===== src/rtl/pll_lock_ctrl_pkg.sv =====
// Shared state encoding and counter width for the PLL lock sequencer.
package pll_ctrl_pkg;

    localparam int CNT_W = 17;

    typedef enum logic [2:0] {
        ST_HOLD   = 3'd0,
        ST_WAIT   = 3'd1,
        ST_STABLE = 3'd2,
        ST_RUN    = 3'd3,
        ST_FAULT  = 3'd4
    } state_e;

endpackage


===== src/rtl/pll_lock_ctrl_if.sv =====
// Control/status bundle between the PLL sequencer (master) and the PLL,
// the downstream domain and the status register (slave).
interface pll_lock_ctrl_if;

    logic       pll_lock;
    logic       relock_req;
    logic       pll_rst;
    logic       dom_rst;
    logic       ready;
    logic       fault;
    logic [2:0] retry_cnt;
    logic [2:0] state_o;

    modport master (
        input  pll_lock, relock_req,
        output pll_rst, dom_rst, ready, fault, retry_cnt, state_o
    );

    modport slave (
        output pll_lock, relock_req,
        input  pll_rst, dom_rst, ready, fault, retry_cnt, state_o
    );

endinterface


===== src/rtl/pll_lock_ctrl_cdc_sync2.sv =====
// Two-flop synchronizer for a single asynchronous status bit.
module cdc_sync2 (
    input  logic clk_i,
    input  logic rst_i,
    input  logic d_i,
    output logic q_o
);

    logic meta_q;
    logic sync_q;

    always_ff @(posedge clk_i) begin
        if (rst_i) begin
            meta_q <= 1'b0;
            sync_q <= 1'b0;
        end else begin
            meta_q <= d_i;
            sync_q <= meta_q;
        end
    end

    assign q_o = sync_q;

endmodule


===== src/rtl/pll_lock_ctrl.sv =====
// Power-up / relock sequencer for the sampling-clock PLL.
// Define PLL_LOCK_CTRL_MONITOR_EN to make RUN fall back to HOLD on sustained lock loss.
module pll_lock_ctrl
    import pll_ctrl_pkg::*;
#(
    parameter int RST_HOLD_CYC     = 64,
    parameter int LOCK_TIMEOUT_CYC = 50000,
    parameter int LOCK_STABLE_CYC  = 1024,
    parameter int MAX_RETRY        = 3
) (
    input  logic            clkin1,
    input  logic            rst,
    pll_lock_ctrl_if.master bus
);

    localparam logic [CNT_W-1:0] HOLD_LOAD   = CNT_W'(RST_HOLD_CYC);
    localparam logic [CNT_W-1:0] TMO_LOAD    = CNT_W'(LOCK_TIMEOUT_CYC);
    localparam logic [CNT_W-1:0] STABLE_LOAD = CNT_W'(LOCK_STABLE_CYC);
    localparam logic [CNT_W-1:0] LOSS_LOAD   = CNT_W'(2);
    localparam logic [CNT_W-1:0] ONE         = CNT_W'(1);
    localparam logic [2:0]       RETRY_MAX   = 3'(MAX_RETRY);

    state_e           state_q, state_d;
    logic [CNT_W-1:0] cnt_q, cnt_d;
    logic [CNT_W-1:0] tmoSave_q, tmoSave_d;
    logic [2:0]       retry_q, retry_d;
    logic             lockS;

    cdc_sync2 u_lock_sync (
        .clk_i (clkin1),
        .rst_i (rst),
        .d_i   (bus.pll_lock),
        .q_o   (lockS)
    );

    always_ff @(posedge clkin1) begin
        if (rst) begin
            state_q   <= ST_HOLD;
            cnt_q     <= HOLD_LOAD;
            tmoSave_q <= TMO_LOAD;
            retry_q   <= '0;
        end else begin
            state_q   <= state_d;
            cnt_q     <= cnt_d;
            tmoSave_q <= tmoSave_d;
            retry_q   <= retry_d;
        end
    end

    // tmoSave holds the unused timeout while STABLE borrows the shared counter.
    always_comb begin
        state_d   = state_q;
        cnt_d     = cnt_q;
        tmoSave_d = tmoSave_q;
        retry_d   = retry_q;
        if (bus.relock_req) begin
            state_d = ST_HOLD;
            cnt_d   = HOLD_LOAD;
            retry_d = '0;
        end else begin
            unique case (state_q)
                ST_HOLD: begin
                    if (cnt_q == ONE) begin
                        state_d = ST_WAIT;
                        cnt_d   = TMO_LOAD;
                    end else begin
                        cnt_d = cnt_q - ONE;
                    end
                end
                ST_WAIT: begin
                    if (lockS) begin
                        state_d   = ST_STABLE;
                        cnt_d     = STABLE_LOAD;
                        tmoSave_d = cnt_q;
                    end else if (cnt_q == ONE) begin
                        if (retry_q < RETRY_MAX) begin
                            retry_d = retry_q + 3'd1;
                            state_d = ST_HOLD;
                            cnt_d   = HOLD_LOAD;
                        end else begin
                            state_d = ST_FAULT;
                        end
                    end else begin
                        cnt_d = cnt_q - ONE;
                    end
                end
                ST_STABLE: begin
                    if (!lockS) begin
                        state_d = ST_WAIT;
                        cnt_d   = tmoSave_q;
                    end else if (cnt_q == ONE) begin
                        state_d = ST_RUN;
                        cnt_d   = LOSS_LOAD;
                        retry_d = '0;
                    end else begin
                        cnt_d = cnt_q - ONE;
                    end
                end
                ST_RUN: begin
`ifdef PLL_LOCK_CTRL_MONITOR_EN
                    if (lockS) begin
                        cnt_d = LOSS_LOAD;
                    end else if (cnt_q == ONE) begin
                        state_d = ST_HOLD;
                        cnt_d   = HOLD_LOAD;
                    end else begin
                        cnt_d = cnt_q - ONE;
                    end
`else
                    cnt_d = cnt_q;
`endif
                end
                ST_FAULT: begin
                    state_d = ST_FAULT;
                end
                default: begin
                    state_d = ST_HOLD;
                    cnt_d   = HOLD_LOAD;
                end
            endcase
        end
    end

    always_comb begin
        bus.pll_rst   = 1'b0;
        bus.dom_rst   = 1'b1;
        bus.ready     = 1'b0;
        bus.fault     = 1'b0;
        bus.retry_cnt = retry_q;
        bus.state_o   = state_q;
        unique case (state_q)
            ST_HOLD:  bus.pll_rst = 1'b1;
            ST_RUN: begin
                bus.dom_rst = 1'b0;
                bus.ready   = 1'b1;
            end
            ST_FAULT: begin
                bus.pll_rst = 1'b1;
                bus.fault   = 1'b1;
            end
            default:  bus.pll_rst = 1'b0;
        endcase
    end

endmodule


===== src/flat_wrapper.sv =====
// flat-port wrapper written by rule: the top's interface ports become plain ports
module pll_lock_ctrl_flat import pll_ctrl_pkg::*;
#(
    parameter int RST_HOLD_CYC     = 64,
    parameter int LOCK_TIMEOUT_CYC = 50000,
    parameter int LOCK_STABLE_CYC  = 1024,
    parameter int MAX_RETRY        = 3
)
  (clkin1, rst, bus_pll_lock, bus_relock_req, bus_pll_rst, bus_dom_rst, bus_ready, bus_fault, bus_retry_cnt, bus_state_o);
  pll_lock_ctrl_if bus_i ();
  input  logic clkin1;
  input  logic rst;
  input wire logic [$bits(bus_i.pll_lock)-1:0] bus_pll_lock;
  input wire logic [$bits(bus_i.relock_req)-1:0] bus_relock_req;
  output wire logic [$bits(bus_i.pll_rst)-1:0] bus_pll_rst;
  output wire logic [$bits(bus_i.dom_rst)-1:0] bus_dom_rst;
  output wire logic [$bits(bus_i.ready)-1:0] bus_ready;
  output wire logic [$bits(bus_i.fault)-1:0] bus_fault;
  output wire logic [$bits(bus_i.retry_cnt)-1:0] bus_retry_cnt;
  output wire logic [$bits(bus_i.state_o)-1:0] bus_state_o;
  assign bus_i.pll_lock = bus_pll_lock;
  assign bus_i.relock_req = bus_relock_req;
  assign bus_pll_rst = bus_i.pll_rst;
  assign bus_dom_rst = bus_i.dom_rst;
  assign bus_ready = bus_i.ready;
  assign bus_fault = bus_i.fault;
  assign bus_retry_cnt = bus_i.retry_cnt;
  assign bus_state_o = bus_i.state_o;
  pll_lock_ctrl #(.RST_HOLD_CYC(RST_HOLD_CYC), .LOCK_TIMEOUT_CYC(LOCK_TIMEOUT_CYC), .LOCK_STABLE_CYC(LOCK_STABLE_CYC), .MAX_RETRY(MAX_RETRY)) u_core (.clkin1(clkin1), .rst(rst), .bus(bus_i));
endmodule

===== config.mk =====
export PLATFORM = sky130hd
export DESIGN_NAME = pll_lock_ctrl_flat
export DESIGN_NICKNAME = d
export VERILOG_FILES = /design/src/rtl/pll_lock_ctrl_pkg.sv /design/src/rtl/pll_lock_ctrl_if.sv /design/src/rtl/pll_lock_ctrl_cdc_sync2.sv /design/src/rtl/pll_lock_ctrl.sv /design/src/flat_wrapper.sv
export SDC_FILE = /design/constraint.sdc
export NUM_CORES = 1
export LEC_CHECK = 0
export CAP_MARGIN = 0
export CELL_PAD_IN_SITES_DETAIL_PLACEMENT = 1
export CELL_PAD_IN_SITES_GLOBAL_PLACEMENT = 1
export CORE_ASPECT_RATIO = 2
export CORE_MARGIN = 2
export CORE_UTILIZATION = 45
export DETAILED_ROUTE_END_ITERATION = 12
export PLACE_DENSITY_LB_ADDON = 0.1
export REMOVE_ABC_BUFFERS = 1
export SYNTH_ARGS = -nofsm -noshare
export SYNTH_HDL_FRONTEND = slang
export SYNTH_HIERARCHICAL = 1
export SYNTH_SLANG_ARGS = --single-unit

===== constraint.sdc =====
create_clock -name clkin1 -period 2.7 [get_ports clkin1]
set_clock_uncertainty 0.1 [all_clocks]
set_input_delay 0.54 -clock clkin1 [delete_from_list [all_inputs] [get_ports clkin1]]
set_output_delay 0.54 -clock clkin1 [all_outputs]
set_load 0.005 [all_outputs]

==> flow_summary.toml, run 1 <==
[run_status]
outcome = "completed"

[synthesis]
postSynthCellCount = 262
synthesis.area_um2 = 2260
ys_seq_area_share_pct = 37.2
ys_seq_elements = 42
synth_edf_count = 0
yosysUniqueCellTypes = 48
async_flop_share_pct = 0
synthFlopType = "dfxtp_1"
ys_warn_count = 6
avgSynthCellArea_um2 = 8.63

[timing]
period_needed_ns = 2.55
tns_ns = 0
slew_viol_final = 0
finalSetupViolCount = 0
fmax_ghz = 0.392
maxSlewHeadroom_pct = 56.7
rsz0062_at_grt = "false"
setup_slack_ns = 0.148
worstMarginPinSlew_ns = 0.645
hold_violations = 0
post-route-period-util_pct = 94.5

[floorplan]
start_util_pct = 46.5
die_area_um2 = 5640
core-area_um2 = 4860
die-height_um = 104
rows = 36
die_w_um = 54.1
num_io_pins = 14

[min_path]
hold_depth = 1
min_to = "u_core/u_lock_sync/q_o"
min-delay-start = "u_core/u_lock_sync/meta_q"
hold_class = "flop to flop"

[global_routing]
met3_usage_pct = 3.74
antenna_found_initial = 0
grt-ovfl-total = 0
grt.total_usage_pct = 25.3
grt_pass1_vias = 2151
busiest_layer = "met2"
use_met2_pct = 44.4
grt_use_met1_pct = 27.5
grt_max_degree = 24
grt_pass1_wl_um = 10600

[detailed_routing]
firstDrtPassIters = 4
vias_per_cell = 6.16
drtAntennaViolNets = 0
route.detailed.drc = 0
drt-total-wl_um = 6530
drtIter0Drc = 66
via_count = 2119
wire_per_inst_um = 19.0

[clock_tree]
cts_sinks = 42
cts_hold_buf = 0
cts_tree = "yes"
clock_latency_ns = 0.29
cts_setup_buffers = 0
ctsResizeCount = 1
cts.clk_slew.worst_paths_ns = 0.08
h-tree-depth = 2
cts_buffer_depth = 2
clock-root-buffer = "clkbuf_8"
numCtsBuffers = 5

[power_and_ir_drop]
ir_drop_mv = 0.365
power_frac_seq_pct = 51.4
p_int_mw = 0.922
p_per_area_nw_per_um2 = 472
clkPwrFrac_pct = 33.9
p_leak_nw = 0.974
comb_power_share_pct = 14.6
sw_frac_of_total_pct = 26.8
power.switching_mw = 0.338

[place]
port_buffers = 13
hpwl_um = 4740
dp.cells = 336
gp_congestion = 0.798
post-place-ws_ns = 0.0356

[critical_path]
worst-path-buf-inv = 0
r2r_cells = 6
rrSetupSlack_ns = 0.15
critPathCaptureType = "flop"
crit_path_top_delay_cell = "or4_4"
path_max_fanout = 9
r2r-end = "u_core/bus.retry_cnt[0]"
worstPathArrival_ns = 2.62
path_class = "flop to flop"
cpPeakStageDelay_ns = 0.54
worst_ep_required_time_ns = 2.76
cp-start-kind = "flop"
crit_family = "simple AND/OR/NAND/NOR gates"
r2r-start = "u_core/cnt_q[0]"
crit_chain = "ha_1 > or4b_1 > or4_4 > nor3_4 > mux2i_1 > nor2_1"

[layout]
nFillCells = 609
areaGrowthSynthToFinish_pct = 17.9
final_nets = 293
n_antenna_cell = 0
drive_above_1_share_pct = 16.0
final_cells = 344

[run]
cap_violations = 0
-- cells by family after synthesis --
family | Yosys count | synth area share (%)
simple gates | 104 | 25.3
compound gates | 63 | 20.9
flops | 42 | 37.2
buf+inv | 27 | 5.25
mux | 15 | 6.64
xor+xnor | 8 | 3.10
fa+ha+maj | 3 | 1.66
-- area by class of cell --
class	count	area [µm²]	share of cell area, %
repair buffers	36	315	11.8
well taps	57	71.3	2.67
inverters	8	30.0	1.13
multi-input cells	193	1320	49.3
clock inverters	2	12.5	0.469
flip-flops and latches	42	841	31.5
clock buffers	6	82.6	3.10
-- power groups by stage --
stage	combinational (mW)	clock [mW]	sequential (mW)
global placement	0.177	0	0.662
floorplan	0.107	0	0.664
CTS	0.183	0.444	0.648
finish	0.185	0.428	0.648
detailed placement	0.180	0	0.662
global route	0.203	0.471	0.650
-- layer usage --
metal  up-vias  routed length, µm
met5         -                  0
met4         0                215
met3        17                161
met2        42               3600
met1      1048               2550
li1       1012                  -
-- worst max path at each step --
stage / to / cells after the start / from / slack [ns]
final: u_core/bus.retry_cnt[0] / 6 / u_core/cnt_q[0] / 0.15
after global routing: u_core/bus.retry_cnt[2] / 6 / u_core/cnt_q[0] / 0.02
after CTS: u_core/bus.retry_cnt[0] / 6 / u_core/cnt_q[0] / 0.14
after detailed placement: u_core/bus.retry_cnt[0] / 6 / u_core/cnt_q[0] / 0.04
after global placement: u_core/bus.retry_cnt[1] / 6 / u_core/cnt_q[0] / 0.15
after floorplan: u_core/tmoSave_q[14] / 5 / u_core/bus.state_o[0] / -0.11
-- cells in the mapped netlist, types with 7 or more instances --
cell type / count / share of area [%]
dfxtp_1: 42 / 37
nor2_1: 28 / 4.6
nand2_1: 19 / 3.2
mux2i_1: 15 / 6.6
clkbuf_1: 13 / 2.2
nor2b_1: 11 / 3.0
o21ai_0: 11 / 2.4
a211o_1: 8 / 3.1
inv_1: 8 / 1.3
nor3_1: 8 / 1.8
nor4_1: 8 / 2.2
a22oi_1: 7 / 2.3
-- sequential cells by signal, summed over array words and instances (netlist names) --
signal                     count
u_core/bus.retry_cnt           3
u_core/bus.state_o             3
u_core/u_lock_sync/meta_q      1
u_core/tmoSave_q              17
u_core/cnt_q                  17
u_core/u_lock_sync/q_o         1
-- layout by cell type, fill, tap and decap left out, drive strengths merged, types with 3 or more instances in the layout --
| cell | n |
|---|---|
| nor3 | 9 |
| a21o | 3 |
| a211o | 8 |
| nor3b | 3 |
| nand3b | 3 |
| o21ai | 12 |
| a21oi | 5 |
| a31oi | 6 |
| nor4 | 9 |
| clkdlybuf4s50 | 13 |
| a22oi | 7 |
| dfxtp | 42 |
| mux2i | 15 |
| nor2b | 11 |
| a211oi | 4 |
| nand2 | 19 |
| buf | 23 |
| inv | 8 |
| a222oi | 5 |
| nor2 | 28 |
| clkbuf | 6 |
| or4 | 6 |
| or3b | 4 |
| xor2 | 6 |
| or3 | 5 |
| ha | 3 |
-- metrics by stage --
stage                     util [%]  hold slack, ns  total power, mW  area [µm²]
final                         54.8           0.371             1.26        2670
after global routing          54.8           0.395             1.32        2670
after CTS                     54.8           0.377             1.27        2670
after detailed placement      52.8           0.359            0.842        2570
after global placement        52.8           0.359            0.838        2570
after floorplan                  -           0.314            0.771        2170
Note: power is estimated with default switching activity, not from simulation.
==> run 2: changes to the inputs <==
Settings changed: GPL_TIMING_DRIVEN set to 0.
==> run 2 against run 1 <==
Effect of this change:
- hold slack got worse by 0.010 ns
- cell count decreased by 5.8%
- flip-flop and latch count unchanged
- power decreased by 2.5%
- clock-buffer cell count increased by 1
- maximum frequency decreased by 0.97%
- sequential power increased by 2%
- highest routed layer unchanged
==> flow_summary.toml, run 2 (synthesis gave the netlist of run 1 again) <==
[clock_tree]
clock_latency_ns = 0.30
numCtsBuffers = 5
ctsResizeCount = 4
clock-root-buffer = "clkbuf_8"
cts_hold_buf = 0
cts_setup_buffers = 0
h-tree-depth = 2
cts_tree = "yes"
cts_buffer_depth = 2
cts_sinks = 42
cts.clk_slew.worst_paths_ns = 0.08

[floorplan]
die_w_um = 54.1
core-area_um2 = 4860
die_area_um2 = 5640
num_io_pins = 14
rows = 36
start_util_pct = 46.5
die-height_um = 104

[detailed_routing]
drtAntennaViolNets = 0
vias_per_cell = 6.22
drtIter0Drc = 43
route.detailed.drc = 0
drt-total-wl_um = 6160
firstDrtPassIters = 4
via_count = 2014
wire_per_inst_um = 19.0

[power_and_ir_drop]
ir_drop_mv = 0.380
p_int_mw = 0.904
clkPwrFrac_pct = 34.4
comb_power_share_pct = 12.0
p_per_area_nw_per_um2 = 484
p_leak_nw = 0.879
sw_frac_of_total_pct = 26.4
power.switching_mw = 0.324
power_frac_seq_pct = 53.6

[layout]
final_nets = 273
final_cells = 324
final_common_cell = "dfxtp_1"
n_antenna_cell = 0
areaGrowthSynthToFinish_pct = 12.1
nFillCells = 572
drive_above_1_share_pct = 10.5
largest_registers = "u_core/cnt_q x17, u_core/tmoSave_q x17"
mostFrequentLayoutCells = "40 x dfxtp_1, 26 x nor2_1, 19 x nand2_1"
stdcell_area_um2 = 2530

[timing]
rsz0062_at_grt = "false"
worstMarginPinSlew_ns = 0.826
hold_violations = 0
slew_viol_final = 0
fmax_ghz = 0.388
post-route-period-util_pct = 95.4
maxSlewHeadroom_pct = 44.7
period_needed_ns = 2.58
finalSetupViolCount = 0

[critical_path]
cpPeakStageDelay_ns = 0.55
path_class = "flop to output pin"
worst-path-buf-inv = 2
critPathCaptureType = "output pin"
worstPathArrival_ns = 1.94
crit_chain = "or3b_2 > inv_1 > clkdlybuf4s50_1"
path_max_fanout = 16
crit_family = "buffers and inverters"
cp-start-kind = "flop"
crit_path_top_delay_cell = "dfxtp_2"
worst_ep_required_time_ns = 2.06

[global_routing]
antenna_found_initial = 0
grt_pass1_wl_um = 10100
grt_pass1_vias = 2058
grt.total_usage_pct = 24.0
grt-ovfl-total = 0
grt_max_degree = 22

[place]
hpwl_um = 4310
dp.cells = 316
dpl_cell_area_um2 = 2430
port_buffers = 13
gp_congestion = 0.709

[run_status]
outcome = "completed"

[min_path]
hold_class = "flop to flop"

[run]
cap_violations = 0
run 2: area by class of cell:
class,instances,area [µm²],share of cell area (%)
repair buffers,16,173,6.81
multi-input cells,193,1330,52.3
inverters,8,30.0,1.18
flip-flops and latches,42,843,33.3
clock inverters,1,5.00,0.197
well taps,57,71.3,2.81
clock buffers,7,86.3,3.41
run 2: metal layers:
metal	wire length, µm	GRT usage, %	share of wire [%]	up-vias
met5	0	0	0	-
met4	90	7.32	1.5	0
met3	122	3.45	2.0	9
met2	3510	44.3	57	27
met1	2430	25.8	39	1009
li1	-	-	-	969
run 2: worst reg2reg max path, cell delays in order, from the launching register on:
cell      delay (ns)
dfxtp_1         0.44
ha_1            0.21
or4b_1          0.54
nor4_4          0.43
nor2_2          0.26
a222oi_1        0.40
nor2_1          0.06
run 2: power by group through the flow:
stage               clock network (mW)  registers, mW  logic (mW)
floorplan                            0          0.664       0.107
global placement                     0          0.671       0.140
detailed placement                   0          0.673       0.143
CTS                              0.444          0.658       0.148
global route                     0.469          0.662       0.162
finish                           0.423          0.658       0.147
run 2: path summary, 6_finish.rpt:
kind | slack [ns] | to | depth (start not counted) | startpoint
worst max-delay path | 0.12 | bus_fault | 3 | u_core/bus.state_o[2]
worst min-delay path | 0.36 | u_core/u_lock_sync/q_o | 1 | u_core/u_lock_sync/meta_q
worst max register to register | 0.14 | u_core/cnt_q[12] | 6 | u_core/cnt_q[0]
worst min register to register | 0.36 | u_core/u_lock_sync/q_o | 1 | u_core/u_lock_sync/meta_q
run 2: through the flow:
stage	power [mW]	utilization, %	worst slack (ns)	setup TNS, ns	hold slack, ns
finish	1.23	52.1	0.123	0	0.361
global route	1.29	52.1	0.00684	0	0.387
CTS	1.25	52.1	0.0273	0	0.365
detailed placement	0.815	49.9	-0.218	-1.42	0.357
global placement	0.811	48.8	-1.50	-34.32	0.349
floorplan	0.771	-	-0.113	-1.21	0.314
